<file path="config.mk">
export PLATFORM = sky130hd
export DESIGN_NAME = mem_load_store_unit
export DESIGN_NICKNAME = d
export VERILOG_FILES = /design/src/rtl/mem_load_store_unit.sv
export SDC_FILE = /design/constraint.sdc
export NUM_CORES = 1
export LEC_CHECK = 0
export CORE_AREA = 4 4 97 99
export DETAILED_ROUTE_END_ITERATION = 6
export DIE_AREA = 0 0 101 103
export DONT_BUFFER_PORTS = 1
export GPL_TIMING_DRIVEN = 0
export MAX_ROUTING_LAYER = met4
export PLACE_DENSITY_LB_ADDON = 0.08
export SYNTH_ARGS = -nofsm -noshare
export SYNTH_HDL_FRONTEND = slang
export SYNTH_SLANG_ARGS = --single-unit
export TNS_END_PERCENT = 20
</file>
<file path="constraint.sdc">
create_clock -name clk -period 4.4 [get_ports clk]
set_input_delay 0.22 -clock clk [delete_from_list [all_inputs] [get_ports clk]]
set_output_delay 0.22 -clock clk [all_outputs]
set_load 0.02 [all_outputs]
</file>
<file path="src/rtl/mem_load_store_unit.sv">
// MEM-stage load/store unit: one op per EX handshake, run on a variable-latency
// data bus with a cycle timeout; returns the loaded word plus the addressed byte lane.
module mem_load_store_unit #(
  parameter int ADDR_WIDTH     = 32,
  parameter int TIMEOUT_CYCLES = 15
) (
  input  logic                  clk,
  input  logic                  reset,
  input  logic                  req_valid,
  output logic                  req_ready,
  input  logic                  req_we,
  input  logic                  req_byte,
  input  logic [ADDR_WIDTH-1:0] req_addr,
  input  logic [31:0]           req_wdata,
  output logic                  mem_req,
  output logic                  mem_we,
  output logic [ADDR_WIDTH-1:0] mem_addr,
  output logic [31:0]           mem_wdata,
  output logic [3:0]            mem_be,
  input  logic                  mem_ack,
  input  logic [31:0]           mem_rdata,
  output logic                  rsp_valid,
  output logic [31:0]           rsp_word,
  output logic [7:0]            rsp_byte,
  output logic [1:0]            rsp_err,
  output logic                  stall
);
  localparam logic [1:0] IDLE     = 2'd0;
  localparam logic [1:0] WAIT_MEM = 2'd1;
  localparam logic [1:0] DONE     = 2'd2;
  localparam logic [7:0] TMO_LAST = 8'(TIMEOUT_CYCLES - 1);

  logic [1:0]            state;
  logic                  we_q;
  logic                  byte_q;
  logic [ADDR_WIDTH-1:0] addr_q;
  logic [31:0]           wdata_q;
  logic [7:0]            timer;
  logic                  misaligned;
  logic [7:0]            lane;

  assign misaligned = ~req_byte & (req_addr[1:0] != 2'b00);
  assign lane       = mem_rdata[8*addr_q[1:0] +: 8];

  // Bus outputs decode straight from state so an async reset drops them at once.
  assign req_ready = (state == IDLE);
  assign stall     = ~req_ready;
  assign mem_req   = (state == WAIT_MEM);
  assign mem_we    = mem_req & we_q;
  assign mem_addr  = {addr_q[ADDR_WIDTH-1:2], 2'b00};
  assign mem_wdata = byte_q ? {4{wdata_q[7:0]}} : wdata_q;
  assign mem_be    = !mem_req ? 4'b0000 :
                     (byte_q & we_q) ? (4'b0001 << addr_q[1:0]) : 4'b1111;
  assign rsp_valid = (state == DONE);

  always_ff @(posedge clk or posedge reset) begin
    if (reset) begin
      state    <= IDLE;
      we_q     <= 1'b0;
      byte_q   <= 1'b0;
      addr_q   <= '0;
      wdata_q  <= '0;
      timer    <= '0;
      rsp_word <= '0;
      rsp_byte <= '0;
      rsp_err  <= 2'b00;
    end else begin
      case (state)
        IDLE: if (req_valid) begin
          we_q    <= req_we;
          byte_q  <= req_byte;
          addr_q  <= req_addr;
          wdata_q <= req_wdata;
          if (misaligned) begin
            state    <= DONE;
            rsp_err  <= 2'b01;
            rsp_word <= '0;
            rsp_byte <= '0;
          end else begin
            state <= WAIT_MEM;
            timer <= '0;
          end
        end
        WAIT_MEM: begin
          // An ack on the limit cycle still counts as a normal completion.
          if (mem_ack) begin
            state    <= DONE;
            rsp_err  <= 2'b00;
            rsp_word <= we_q ? 32'h0 : mem_rdata;
            rsp_byte <= we_q ? 8'h0 : lane;
          end else if (timer == TMO_LAST) begin
            state    <= DONE;
            rsp_err  <= 2'b10;
            rsp_word <= '0;
            rsp_byte <= '0;
          end else begin
            timer <= timer + 8'd1;
          end
        end
        DONE:    state <= IDLE;
        default: state <= IDLE;
      endcase
    end
  end
endmodule
</file>
==> results.cfg <==
[die]
dieArea_sq_mm = 0.0104
rows = 34
die_h_microns = 103
start_util_pct = 62.2
fp.dieW_microns = 101
core_area_sq_mm = 0.00855
io_pins = 217

[cells_and_area]
finalCoreUtilization_pct = 83.0
area_delta_synth_final_pct = 33.4
drive_gt1_share_pct = 18.3
multi_input_area_sq_mm = 0.00180
stdcell_count = 693
diodes = 0
fill_cells = 429
stdcell_area_sq_mm = 0.00710
nets = 676
seq_area_sq_mm = 0.00295

[clock_network]
cts_buffer_depth = 2
clkSinkCount = 118
post-cts-setup-buffer-count = 0
numCtsBuffers = 17
cts_tree = done
post_cts_resized = 0
cts-root-buf = clkbuf_8
path_clk_slew_ns = 0.06
insertion_delay_ns = 0.52
h-tree-depth = 4

[sta]
fin_crit_ns = 2.57
worst_pin_slew_ns = 0.800
fin_crit_sh_pct = 58.4
setup_viol = 0
hold_viol = 0
fin_skew_ns = 0.0150
rsz0062_at_grt = false
worst_slack_ns = 1.83
fmax_mhz = 389
slew_violations = 0
slew_headroom_pct = 46.1

[power_and_ir_drop]
power.density_mw_per_mm2 = 774
peakVddDrop_mv = 0.525
p_leak_nw = 3.27

[synth]
postSynthAreaPerCell_sq_um = 11.8
yosysWarnings = 0
synthCells = 450
synth_ff_type = dfrtp_1
synth-edff-count = 0
ys_seq_area_share_pct = 55.5
synth_seq_cells = 118
ys_async_sr_fraction_pct = 100
post_synth_num_cell_types = 37
synthesis.area_sq_mm = 0.00532

[place]
dp_hpwl_microns = 9410
portBuffers = 0
postPlaceCellArea_sq_mm = 0.00549
dp.cells = 560
pre_cts_ws_ns = 2.29
place_congestion = 0.875

[min_path]
hold_path.class = input pin to flop
min_from = req_valid

[global_route]
grt_max_degree = 103
grt_pass1_vias = 4552
grt.total_usage_pct = 31.8
grt_pass1_wl_microns = 24300
antenna_found_initial = 0
grt_overflow_total = 0

[critical_path]
end_kind = primary output
path_cells = inv_2, nand2_1, inv_2, clkbuf_1, and2_1
worstSetupStartpoint = state[1]
slowest_delay_ns = 0.53
required_ns = 4.18
cp_max_fo = 10
r2r_start = state[0]
cp.arrival_ns = 2.35
worst_path_max_delay_cell = clkbuf_1
cp-start-kind = flop
crit_type = flop to primary output
crit_path_frequent_cell = inv_2

[route]
drt_iter0_markers = 180
dr.pass1.iters = 5
vias_per_cell = 6.11
num_vias = 4235
routed_wl_microns = 16000
wl_per_cell_microns = 23.0
drcViolationCount = 0
antenna_left = 0

[status]
status = completed

[run]
drv_cap = 0
==> routing by layer <==
layer	wire [microns]	vias up	global-route usage, %
li1	-	1791	-
met1	5620	2114	35.8
met2	8300	288	54.3
met3	1650	42	9.61
met4	402	0	11.2
met5	0	-	-
==> registers in the layout (all words and copies together), names as in the netlist <==
| signal | count |
|---|---|
| state | 2 |
| timer | 8 |
| rsp_err | 2 |
| rsp_word | 32 |
| addr_q | 32 |
| wdata_q | 32 |
| we_q | 1 |
| byte_q | 1 |
| rsp_byte | 8 |
==> synthesized netlist by cell type, drive strengths merged (3+ instances only) <==
cell,instances,area [sq um]
inv,34,128
buf,57,413
clkbuf,9,33.8
o21ai,54,270
nor3,3,15.0
a21oi,5,36.3
nand2,34,128
mux2,43,484
a22o,41,359
mux4,8,180
nand2b,4,25.0
nor2,4,15.0
dfrtp,118,2950
nand3,4,20.0
a31oi,12,75.1
==> power by group <==
part           internal [mW]  switching, mW
Combinational          0.785           1.29
Clock                  0.864          0.511
Sequential              1.54          0.501
==> final timing paths <==
path                       slack, ns  cells past startpoint            to
max in group asynchronous       3.54                      3  rsp_word[26]
max reg2reg                     2.22                      5    addr_q[29]
min in group asynchronous       0.13                      2   wdata_q[25]
min                             0.04                      3    rsp_err[1]
min reg2reg                     0.49                      1    addr_q[30]
max                             1.83                      5        mem_we
==> placed cells by master, fill, tap and decap left out, drive strengths merged, types with 3 or more instances in the layout <==
cell and count:
dfrtp 118, dlygate4sd3 101, buf 58, o21ai 54, mux2 43, a22o 41, inv 35, nand2 34
clkbuf 26, a31oi 12, mux4 8, clkinv 8, a21oi 5, nor2 4, nand3 4, nand2b 4
nor3 3, clkinvlp 3, bufinv 3
==> what timing repair did <==
| action | CTS | global route |
|---|---|---|
| endpoints found under the setup margin | 0 | 0 |
| hold buffers | 101 | 0 |
| hold endpoints to repair | 219 | 0 |
==> cells by family (layout without fill, tap and decap cells) <==
group | Yosys count | count (layout) | share of synthesized area (%)
AOI/OAI and AO/OA | 120 | 120 | 15.3
adders and majority gates | 2 | 2 | 0.470
DFF | 118 | 118 | 55.5
buffers and inverters | 100 | 234 | 10.8
and+or+nand+nor | 58 | 58 | 5.34
muxes | 51 | 51 | 12.5
other | 1 | 2 | 0.0705
==> cell type report <==
cell class	count	share of cell area [%]
sequential	118	41.6
multi-input combinational	233	25.3
timing repair buffer	102	14.6
buffer	66	6.29
clock buffer	17	5.84
clock inverter	15	2.54
tap	108	1.90
inverter	34	1.87
==> worst max-delay path, delay by kind of cell (launching register included) <==
kind	cells	cell delay, ns
buffers and inverters	3	0.84
and+or+nand+nor	2	0.56
DFF	1	0.44
==> per-stage QoR <==
| stage | setup TNS, ns | hold WS (ns) | power, mW |
|---|---|---|---|
| after floorplan | 0 | 0.342 | 3.58 |
| after global placement | -7.35 | 0.347 | 3.91 |
| after detailed placement | 0 | 0.0175 | 3.97 |
| after CTS | 0 | 0.0146 | 5.43 |
| after global routing | 0 | 0.0754 | 5.74 |
| final | 0 | 0.0390 | 5.49 |
Note: power is estimated with default switching activity, not from simulation.
